File: src/rtl/credit_returner.sv
// credit_returner: coalesces freed buffer slots into batched credit returns; offer 1 cycle after BATCH/flush, held stable under ret_ready backpressure.
// CREDIT_RETURNER_TIMEOUT_EN adds a timer that forces out sub-BATCH residue TIMEOUT cycles after it starts accumulating.
module credit_returner #(
  parameter int RANGE   = 4,
  parameter int BATCH   = 2,
  parameter int TIMEOUT = 8,
  localparam int CW     = $clog2(RANGE + 1)
) (
  input  logic          clk,
  input  logic          rstn,
  input  logic          free,
  input  logic          flush,
  output logic          ret_valid,
  output logic [CW-1:0] ret_count,
  input  logic          ret_ready,
  output logic [CW-1:0] pending,
  output logic          overflow
);

  typedef enum logic [1:0] {IDLE, ACCUM, OFFER} state_t;

  state_t        state_q, state_d;
  logic [CW-1:0] pend_q, pend_d;
  logic [CW-1:0] snap_q, snap_d;
  logic          overflow_q, overflow_d;
  logic [CW-1:0] pend_sub;
  logic          free_ok;
  logic          accept;
  logic          timeout_hit;

  assign accept = (state_q == OFFER) && ret_ready;

  always_comb begin
    state_d    = state_q;
    snap_d     = snap_q;
    pend_sub   = accept ? (pend_q - snap_q) : pend_q;
    // A free is only lost when the pool is full and nothing leaves this cycle.
    free_ok    = free && (pend_sub != CW'(RANGE));
    pend_d     = pend_sub + CW'(free_ok);
    overflow_d = overflow_q | (free & ~free_ok);
    unique case (state_q)
      IDLE: begin
        if (free) begin
          if (pend_d >= CW'(BATCH)) begin
            state_d = OFFER;
            snap_d  = pend_d;
          end else begin
            state_d = ACCUM;
          end
        end
      end
      ACCUM: begin
        if ((pend_d >= CW'(BATCH)) || flush || timeout_hit) begin
          state_d = OFFER;
          snap_d  = pend_d;
        end
      end
      OFFER: begin
        if (accept) begin
          if (pend_d >= CW'(BATCH)) begin
            snap_d = pend_d;
          end else begin
            snap_d  = '0;
            state_d = (pend_d != '0) ? ACCUM : IDLE;
          end
        end
      end
      default: begin
        state_d = IDLE;
        snap_d  = '0;
      end
    endcase
  end

  always_ff @(posedge clk or negedge rstn) begin
    if (!rstn) begin
      state_q    <= IDLE;
      pend_q     <= '0;
      snap_q     <= '0;
      overflow_q <= 1'b0;
    end else begin
      state_q    <= state_d;
      pend_q     <= pend_d;
      snap_q     <= snap_d;
      overflow_q <= overflow_d;
    end
  end

`ifdef CREDIT_RETURNER_TIMEOUT_EN
  localparam int TW = (TIMEOUT > 1) ? $clog2(TIMEOUT) : 1;

  logic [TW-1:0] timer_q, timer_d;

  // Timer only runs while residue sits in ACCUM; any exit restarts it at 0.
  always_comb begin
    timer_d = '0;
    if ((state_q == ACCUM) && (state_d == ACCUM)) begin
      timer_d = timer_q + TW'(1);
    end
  end

  always_ff @(posedge clk or negedge rstn) begin
    if (!rstn) begin
      timer_q <= '0;
    end else begin
      timer_q <= timer_d;
    end
  end

  assign timeout_hit = (state_q == ACCUM) && (timer_q == TW'(TIMEOUT - 1));
`else
  assign timeout_hit = 1'b0;
`endif

  assign ret_valid = (state_q == OFFER);
  assign ret_count = snap_q;
  assign pending   = pend_q;
  assign overflow  = overflow_q;

endmodule

File: config.mk
export PLATFORM = sky130hd
export DESIGN_NAME = credit_returner
export DESIGN_NICKNAME = d
export VERILOG_FILES = /design/src/rtl/credit_returner.sv
export SDC_FILE = /design/constraint.sdc
export NUM_CORES = 1
export LEC_CHECK = 0
export CAP_MARGIN = 15
export CORE_MARGIN = 2
export CORE_UTILIZATION = 40
export DETAILED_ROUTE_END_ITERATION = 7
export PLACE_DENSITY = 0.7
export SLEW_MARGIN = 40
export SYNTH_ARGS = -nofsm -noshare
export SYNTH_HDL_FRONTEND = slang
export SYNTH_SLANG_ARGS = --single-unit
File: constraint.sdc
create_clock -name clk -period 4.6 [get_ports clk]
set_input_delay 1.38 -clock clk [delete_from_list [all_inputs] [get_ports clk]]
set_output_delay 1.38 -clock clk [all_outputs]
set_load 0.01 [all_outputs]
==> impl_metrics.csv, run 1 <==
group,metric,value,unit
status,status,"finished, final reports clean",
floorplanning,die_h,43.1,µm
finish,nFillCells,144,
global_route,grt_pass1_wl,2.28,mm
yosys,synth_simple_gate_area_share,23.9,%
floorplanning,fp.dieArea,1860,µm²
finish,drive_above_1_share,13.9,%
yosys,ys_ff_latch,9,
global_route,grt_usage,17.1,%
floorplanning,start_util,41.6,%
clock_tree,cts_num_sinks,9,
global_route,antenna_found_initial,0,
setup_path,r2r_slack,1.45,ns
clock_tree,ctsResizeCount,0,
worst_hold_path,min_to,"overflow$_DFF_PN0_",
setup_path,cpPeakStageDelay,0.51,ns
setup_path,path_max_fanout,5,
worst_hold_path,hold_depth,1,
timing,rsz0062_at_grt,"no",
finish,utilization,52.2,%
timing,period_share,80.2,%
clock_tree,clk_path_buf_depth,2,
power_and_ir_drop,finalPower,0.619,mW
clock_tree,cts_tree,"built",
finish,final_common_cell,"clkdlybuf4s50_1",
route,wl_per_cell,13.2,µm
route,detail-route-antenna-nets,0,
power_and_ir_drop,leakage,0.333,nW
setup_path,cp_common_cell,"ha_1",
yosys,synth.distinct_cells,32,
yosys,synthXorXnorAreaFrac,4.29,%
timing,max_slew_margin,68.6,%
timing,tightest_slew,0.468,ns
clock_tree,cts-root-buf,"clkbuf_4",
power_and_ir_drop,peakVddDrop,0.337,mV
floorplanning,rows,14,
clock_tree,clk_pin_slew,0.07,ns
yosys,synth-compound-area-share,19.6,%
yosys,synthCells,65,
setup_path,r2r_cells,13,
setup_path,cp_num_buf_inv,1,
setup_path,path_cells,"clkdlybuf4s50_1 > and3b_4 > nand2_1 > xnor2_1 > a21boi_0 > ha_1 > ha_1 > or2_2 > a211oi_1 > o21ai_0 > o31ai_1",
timing,skew,0.000523,ns
route,route.vias.total,523,
floorplanning,fp.dieW,43.1,µm
job,max_cap_violations,0,
yosys,synth_area,612,µm²
finish,ff_latch_area,225,µm²
finish,mostFrequentLayoutCells,"12 x clkdlybuf4s50_1, 9 x dfrtp_1, 8 x o21ai_0",
clock_tree,htreeDepth,1,
setup_path,crit_slowest_cell,"clkdlybuf4s50_1",
place,post_dp_cell_area,741,µm²
setup_path,path_class,"input port to register",
setup_path,crit_family,"compound AO/OA/AOI/OAI gates",
route,post_drt_via_cell_ratio,5.51,
place,dp_hpwl,983,µm
yosys,avgSynthCellArea,9.41,µm²
yosys,yosysWarnings,0,
finish,fin_area,768,µm²
finish,nets,89,
setup_path,end_kind,"register",
timing,final_hold_viol_count,0,
worst_hold_path,hp-class,"register to register",
timing,finalCriticalPeriod,3.69,ns
yosys,synth_fa_ha_area_share,9.41,%
global_route,grt-ovfl-total,0,
global_route,grt_max_degree,13,
clock_tree,cts_buffers,3,
yosys,syn_nets,74,
place,portBuffers,12,
clock_tree,cts_hold_buf,0,
finish,multi_input_area,360,µm²
clock_tree,clkLatencyLatePin,0.27,ns
setup_path,r2r_start,"pending[0]$_DFF_PN0_",
finish,syn_to_final_growth,25.6,%
global_route,first_global_vias,510,
timing,slew_violations,0,
setup_path,cp-start-kind,"input port",
setup_path,timing.rr.end,"ret_count[2]$_DFFE_PN0P_",
power_and_ir_drop,power_density,806,nW/µm²
floorplanning,io_pins,13,
route,routed_wl,1.25,mm
route,drt_iter0_drc,7,
yosys,synth.area.mux_share,1.64,%
floorplanning,coreArea,1470,µm²
worst_hold_path,min_from,"overflow$_DFF_PN0_",
place,gp_congestion,0.800,
finish,antenna_cells,0,
timing,max_clock_freq,271,MHz
route,drt-pass1-iter-count,4,
clock_tree,postCtsSetupBuffers,0,
yosys,synth.yosys.seq_area_share,36.8,%
timing,final.setup.tns,0,ns
setup_path,arrival,3.87,ns
route,drc,0,
yosys,synth_top_family_by_area,"simple AND/OR/NAND/NOR gates",
setup_path,worstPathRequired,4.78,ns
timing,finalSetupViolations,0,
==> per-stage QoR <==
step                      setup WS [ns]  cells  hold slack, ns
final                             0.911     95           0.471
after global routing              0.623     95           0.512
after CTS                         0.920     95           0.476
after detailed placement          0.685     91           0.461
after global placement            0.707     91           0.452
after floorplan                    1.41     65           0.512
==> state kept, by name, summed over array words and instances (netlist names) <==
| name | count |
|---|---|
| state_q | 2 |
| ret_count | 3 |
| pending | 3 |
| overflow | 1 |
==> synth_stat cells <==
| master | count | share of area, % |
|---|---|---|
| o31ai_1 | 2 | 2.5 |
| nand3_1 | 1 | 0.82 |
| clkbuf_1 | 1 | 0.61 |
| ha_1 | 3 | 6.1 |
| fa_1 | 1 | 3.3 |
| a21boi_0 | 1 | 1.2 |
| a31o_2 | 1 | 1.4 |
| nor3_1 | 1 | 0.82 |
| buf_4 | 1 | 1.2 |
| or2_2 | 1 | 1.0 |
| mux2i_1 | 1 | 1.6 |
| nor2_1 | 5 | 3.1 |
| and3b_4 | 1 | 2.0 |
| a21o_1 | 1 | 1.2 |
| dfrtp_1 | 9 | 37 |
| nor4_2 | 1 | 2.0 |
| o21ai_0 | 8 | 6.5 |
| or2_4 | 1 | 1.4 |
| nand3b_1 | 2 | 2.5 |
| nor4b_1 | 1 | 1.4 |
| nor4_1 | 1 | 1.0 |
| o22a_1 | 1 | 1.4 |
| a211oi_1 | 2 | 2.5 |
| and2b_1 | 1 | 1.2 |
| o41ai_1 | 1 | 1.4 |
| and3_4 | 1 | 1.8 |
| inv_1 | 4 | 2.5 |
| xnor2_1 | 2 | 2.9 |
| nand2_1 | 6 | 3.7 |
| and3_1 | 1 | 1.0 |
| a21oi_2 | 1 | 1.4 |
| xor2_1 | 1 | 1.4 |
==> worst max-delay path by stage <==
stage / start / end / slack, ns / cells after the start
2_1_floorplan: ret_ready / state_q[0]$_DFFE_PN0P_ / 1.41 / 10
3_3_place_gp: ret_ready / ret_count[2]$_DFFE_PN0P_ / 0.71 / 11
3_5_place_dp: ret_ready / ret_count[2]$_DFFE_PN0P_ / 0.68 / 11
4_1_cts: ret_ready / ret_count[2]$_DFFE_PN0P_ / 0.92 / 11
5_1_grt: ret_ready / ret_count[2]$_DFFE_PN0P_ / 0.62 / 11
6_report: ret_ready / ret_count[2]$_DFFE_PN0P_ / 0.91 / 11
==> area by class of cell <==
class | count | area share, %
clock buffers | 3 | 2.93
clock inverters | 1 | 0.651
inverters | 4 | 1.95
multi-input cells | 50 | 46.9
flip-flops and latches | 9 | 29.3
well taps | 16 | 2.61
repair buffers | 12 | 15.6
==> power by group <==
part | internal, mW | total [mW] | switching, mW
combinational | 0.198 | 0.392 | 0.194
sequential | 0.118 | 0.162 | 0.0442
clock | 0.0323 | 0.0652 | 0.0330
total | 0.348 | 0.619 | 0.271
==> worst reg2reg max path, stage by stage (launching register included) <==
cell and delay (ns):
dfrtp_1 0.38, inv_1 0.06, ha_1 0.18, fa_1 0.38, xor2_1 0.29, nand2_1 0.11
xnor2_1 0.18, a21boi_0 0.11, ha_1 0.20, ha_1 0.21, or2_2 0.28, a211oi_1 0.42
o21ai_0 0.16, o31ai_1 0.09
==> cells by family after synthesis <==
kind of cell	count (synthesis)
AO/OA/AOI/OAI	18
adder cells (fa/ha/maj)	4
multiplexers	1
flip-flops	9
XOR/XNOR	3
buffers and inverters	6
AND/OR/NAND/NOR	24
==> layer usage <==
layer  vias to the layer above  GRT usage (%)  wire (µm)
met2                        21           27.8        607
met4                         0           9.09         24
met1                       234           20.4        545
li1                        265              -          -
met3                         3           4.68         74
met5                         -              0          0
Note: power is estimated with default switching activity, not from simulation.
==> run 2, diff against run 1 <==
==> constraint.sdc (replaced) <==
create_clock -name clk -period 3.7 [get_ports clk]
set_input_delay 1.11 -clock clk [delete_from_list [all_inputs] [get_ports clk]]
set_output_delay 1.11 -clock clk [all_outputs]
set_load 0.01 [all_outputs]
==> impl_metrics.csv, run 2 (same netlist as run 1, synthesis figures left out) <==
group,metric,value,unit
setup_path,path_class,"input port to register",
route,drt-pass1-iter-count,2,
clock_tree,cts-root-buf,"clkbuf_4",
place,gp_congestion,0.813,
setup_path,arrival,3.57,ns
floorplanning,rows,14,
clock_tree,clkLatencyLatePin,0.26,ns
power_and_ir_drop,power_density,1010,nW/µm²
setup_path,cp-start-kind,"input port",
route,drc,0,
place,portBuffers,12,
finish,multi_input_area,360,µm²
finish,fin_cells,96,
clock_tree,ctsResizeCount,0,
clock_tree,htreeDepth,1,
floorplanning,start_util,41.6,%
clock_tree,cts_buffers,3,
setup_path,cp_num_buf_inv,2,
floorplanning,coreArea,1470,µm²
route,route.vias.total,523,
route,wl_per_cell,13.8,µm
setup_path,cp_common_cell,"ha_1",
worst_hold_path,min_from,"overflow$_DFF_PN0_",
job,max_cap_violations,0,
clock_tree,cts_num_sinks,9,
clock_tree,cts_tree,"built",
clock_tree,clk_path_buf_depth,2,
power_and_ir_drop,leakage,0.335,nW
timing,period_share,91.7,%
finish,ff_latch_area,225,µm²
worst_hold_path,min_to,"overflow$_DFF_PN0_",
finish,drive_above_1_share,13.8,%
setup_path,crit_slowest_cell,"clkdlybuf4s50_1",
global_route,grt_max_degree,13,
setup_path,timing.rr.end,"ret_count[1]$_DFFE_PN0P_",
timing,rsz0062_at_grt,"no",
floorplanning,io_pins,13,
place,dp_hpwl,1.04,mm
global_route,grt_pass1_wl,2.42,mm
timing,max_clock_freq,295,MHz
finish,syn_to_final_growth,26.6,%
clock_tree,postCtsSetupBuffers,0,
setup_path,cpPeakStageDelay,0.50,ns
setup_path,path_max_fanout,5,
power_and_ir_drop,peakVddDrop,0.431,mV
status,status,"finished, final reports clean",
setup_path,end_kind,"register",
route,detail-route-antenna-nets,0,
global_route,grt-ovfl-total,0,
route,post_drt_via_cell_ratio,5.45,
global_route,antenna_found_initial,0,
timing,final.setup.tns,0,ns
global_route,grt_usage,17.9,%
finish,nets,90,
setup_path,path_cells,"clkdlybuf4s50_1 > and3b_4 > nand2_1 > xnor2_1 > a21boi_0 > ha_1 > ha_1 > or2_2 > a211oi_1 > buf_4 > nor2_1 > o21ai_0",
setup_path,cp-startpoint,"ret_ready",
timing,finalSetupViolations,0,
timing,tightest_slew,0.436,ns
timing,skew,0.00500,ns
route,drt_iter0_drc,4,
setup_path,r2r_cells,14,
setup_path,r2r_start,"pending[0]$_DFF_PN0_",
setup_path,worstPathRequired,3.88,ns
timing,max_slew_margin,70.9,%
finish,final_common_cell,"clkdlybuf4s50_1",
timing,final_hold_viol_count,0,
worst_hold_path,hp-class,"register to register",
place,placedCellCount,92,
clock_tree,cts_hold_buf,0,
finish,mostFrequentLayoutCells,"12 x clkdlybuf4s50_1, 9 x dfrtp_1, 8 x o21ai_0",
worst_hold_path,hold_depth,1,
floorplanning,fp.dieArea,1860,µm²
timing,slew_violations,0,
setup_path,r2r_slack,0.57,ns
route,routed_wl,1.33,mm
finish,antenna_cells,0,
global_route,first_global_vias,548,
floorplanning,fp.dieW,43.1,µm
setup_path,crit_family,"buffers and inverters",
clock_tree,clk_pin_slew,0.06,ns
floorplanning,die_h,43.1,µm
timing,finalCriticalPeriod,3.39,ns
finish,nFillCells,144,
==> run 2: changes by cell type in the layout (fill, tap and decap cells not counted), sizes merged <==
cell    delta
clkinv     -1
clkbuf     +1
buf        +1
==> run 2: power by group <==
part / switching [mW] / leakage (nW) / internal, mW / total (mW)
registers: 0.0547 / 0.107 / 0.147 / 0.201
logic: 0.253 / 0.213 / 0.253 / 0.506
clock network: 0.0351 / 0.0150 / 0.0416 / 0.0767
total: 0.342 / 0.335 / 0.441 / 0.784
==> run 2: worst reg2reg max path, stage by stage, from the launching register on <==
cell,delay [ns]
dfrtp_1,0.39
inv_1,0.06
ha_1,0.19
fa_1,0.38
xor2_1,0.29
nand2_1,0.11
xnor2_1,0.20
a21boi_0,0.13
ha_1,0.22
ha_1,0.22
or2_2,0.28
a211oi_1,0.22
buf_4,0.17
nor2_1,0.03
o21ai_0,0.16
==> run 2: stage by stage <==
| stage | setup WS [ns] | area [µm²] | power (mW) | hold WS [ns] | util, % |
|---|---|---|---|---|---|
| floorplan | 0.777 | 612 | 0.537 | 0.512 | - |
| global placement | 0.144 | 748 | 0.693 | 0.451 | 50.9 |
| detailed placement | 0.0106 | 748 | 0.710 | 0.455 | 50.9 |
| CTS | 0.281 | 774 | 0.791 | 0.469 | 52.6 |
| global route | 0.0800 | 774 | 0.859 | 0.493 | 52.6 |
| finish | 0.308 | 774 | 0.784 | 0.465 | 52.6 |
==> run 2: per-layer routing <==
layer / share of wire (%) / vias to the layer above / global-route usage (%)
met5: 0 / - / 0
met4: 2.3 / 0 / 10.9
met3: 4.0 / 4 / 4.26
met2: 50 / 13 / 29.9
met1: 44 / 239 / 20.2
li1: - / 267 / -
==> run 2: how the worst max path moves through the flow <==
stage / to / cells past startpoint
2_1_floorplan: state_q[0]$_DFFE_PN0P_ / 10
3_3_place_gp: state_q[0]$_DFFE_PN0P_ / 11
3_5_place_dp: ret_count[1]$_DFFE_PN0P_ / 12
4_1_cts: ret_count[1]$_DFFE_PN0P_ / 12
5_1_grt: ret_count[1]$_DFFE_PN0P_ / 11
6_report: ret_count[1]$_DFFE_PN0P_ / 12
==> run 2: area by class of cell <==
type	instances	share of cell area, %
multi-input combinational	50	46.5
sequential	9	29.1
timing repair buffer	13	16.5
clock buffer	4	3.39
tap	16	2.58
inverter	4	1.94
==> run 3, diff against run 2 <==
--- a/config.mk
+++ b/config.mk
@@ -10,6 +10,7 @@
 export CORE_UTILIZATION = 40
 export DETAILED_ROUTE_END_ITERATION = 7
 export PLACE_DENSITY = 0.7
+export RECOVER_POWER = 50
 export SLEW_MARGIN = 40
 export SYNTH_ARGS = -nofsm -noshare
 export SYNTH_HDL_FRONTEND = slang
==> impl_metrics.csv, run 3 (same netlist as run 1, synthesis figures left out) <==
group,metric,value,unit
status,status,"finished, final reports clean",
clock_tree,clkLatencyLatePin,0.26,ns
timing,max_clock_freq,295,MHz
timing,skew,0.00492,ns
clock_tree,cts_num_sinks,9,
place,portBuffers,12,
route,routed_wl,1.32,mm
place,post_dp_cell_area,748,µm²
finish,fin_area,774,µm²
power_and_ir_drop,leakage,0.336,nW
clock_tree,clk_path_buf_depth,2,
global_route,grt-ovfl-total,0,
finish,syn_to_final_growth,26.6,%
floorplanning,start_util,41.6,%
place,dp_hpwl,1.04,mm
floorplanning,io_pins,13,
floorplanning,fp.dieArea,1860,µm²
floorplanning,fp.dieW,43.1,µm
global_route,first_global_vias,548,
route,drt_iter0_drc,4,
setup_path,path_max_fanout,5,
route,post_drt_via_cell_ratio,5.45,
timing,max_slew_margin,71.0,%
setup_path,cp-start-kind,"input port",
finish,antenna_cells,0,
finish,nets,90,
clock_tree,cts_tree,"built",
route,drc,0,
global_route,grt_max_degree,13,
floorplanning,rows,14,
clock_tree,clk_pin_slew,0.06,ns
floorplanning,die_h,43.1,µm
job,max_cap_violations,0,
power_and_ir_drop,finalPower,0.778,mW
timing,finalCriticalPeriod,3.39,ns
timing,period_share,91.7,%
route,detail-route-antenna-nets,0,
clock_tree,cts_hold_buf,0,
timing,final.setup.tns,0,ns
route,wl_per_cell,13.8,µm
timing,final_hold_viol_count,0,
timing,tightest_slew,0.434,ns
finish,drive_above_1_share,13.8,%
setup_path,end_kind,"register",
global_route,grt_pass1_wl,2.42,mm
timing,slew_violations,0,
route,route.vias.total,523,
global_route,grt_usage,17.9,%
setup_path,worstPathRequired,3.88,ns
finish,final_common_cell,"dfrtp_1",
place,gp_congestion,0.813,
global_route,antenna_found_initial,0,
route,drt-pass1-iter-count,2,
floorplanning,coreArea,1470,µm²
setup_path,path_class,"input port to register",
power_and_ir_drop,peakVddDrop,0.430,mV
timing,rsz0062_at_grt,"no",
clock_tree,postCtsSetupBuffers,0,
setup_path,arrival,3.57,ns
clock_tree,htreeDepth,1,
worst_hold_path,hp-class,"register to register",
power_and_ir_drop,power_density,1000,nW/µm²
clock_tree,cts-root-buf,"clkbuf_4",
timing,finalSetupViolations,0,
clock_tree,ctsResizeCount,0,
finish,mostFrequentLayoutCells,"9 x dfrtp_1, 8 x o21ai_0, 8 x clkdlybuf4s50_1",
clock_tree,cts_buffers,3,
-- run 3: changes by cell type in the layout (fill, tap and decap cells not counted) --
cell             change
dlygate4sd3_1        +4
clkdlybuf4s50_1      -4
-- run 3: layer usage --
layer,share of wire [%],up-vias,wire (µm),track usage (%)
li1,-,267,-,-
met1,44,239,580,20.2
met2,50,13,657,29.9
met3,4.0,4,53,4.26
met4,2.3,0,31,10.9
met5,0,-,0,0
-- run 3: final cells by class --
cell class / instances / area [µm²]
clock buffers: 4 / 26.3
fillers: 144 / 697
repair buffers: 13 / 128
flip-flops and latches: 9 / 225
inverters: 4 / 15.0
multi-input cells: 50 / 360
well taps: 16 / 20.0
-- run 3: worst paths after layout --
kind,start,end,slack (ns),depth (start not counted)
min,overflow$_DFF_PN0_,overflow$_DFF_PN0_,0.46,1
min reg2reg,overflow$_DFF_PN0_,overflow$_DFF_PN0_,0.46,1
min in group asynchronous,rstn,state_q[1]$_DFFE_PN0P_,1.22,1
max in group asynchronous,rstn,pending[1]$_DFF_PN0_,2.17,1
max,ret_ready,ret_count[1]$_DFFE_PN0P_,0.31,12
max reg2reg,pending[0]$_DFF_PN0_,ret_count[1]$_DFFE_PN0P_,0.58,14
-- run 3: worst max-delay path, stage by stage --
cell,delay (ns)
clkdlybuf4s50_1,0.50
and3b_4,0.25
nand2_1,0.07
xnor2_1,0.20
a21boi_0,0.13
ha_1,0.22
ha_1,0.22
or2_2,0.28
a211oi_1,0.22
buf_4,0.17
nor2_1,0.03
o21ai_0,0.16
-- run 3: power breakdown --
group          internal [mW]  switching, mW  total, mW
sequential             0.147         0.0540      0.200
combinational          0.248          0.252      0.501
clock                 0.0416         0.0351     0.0767
total                  0.436          0.341      0.778
-- run 3: per-stage QoR --
step / hold slack, ns / util (%) / worst slack (ns) / instances
floorplan: 0.512 / - / 0.777 / 65
global placement: 0.451 / 50.9 / 0.144 / 92
detailed placement: 0.455 / 50.9 / 0.0106 / 92
CTS: 0.469 / 52.6 / 0.281 / 96
global route: 0.488 / 52.6 / 0.0800 / 96
finish: 0.459 / 52.6 / 0.309 / 96
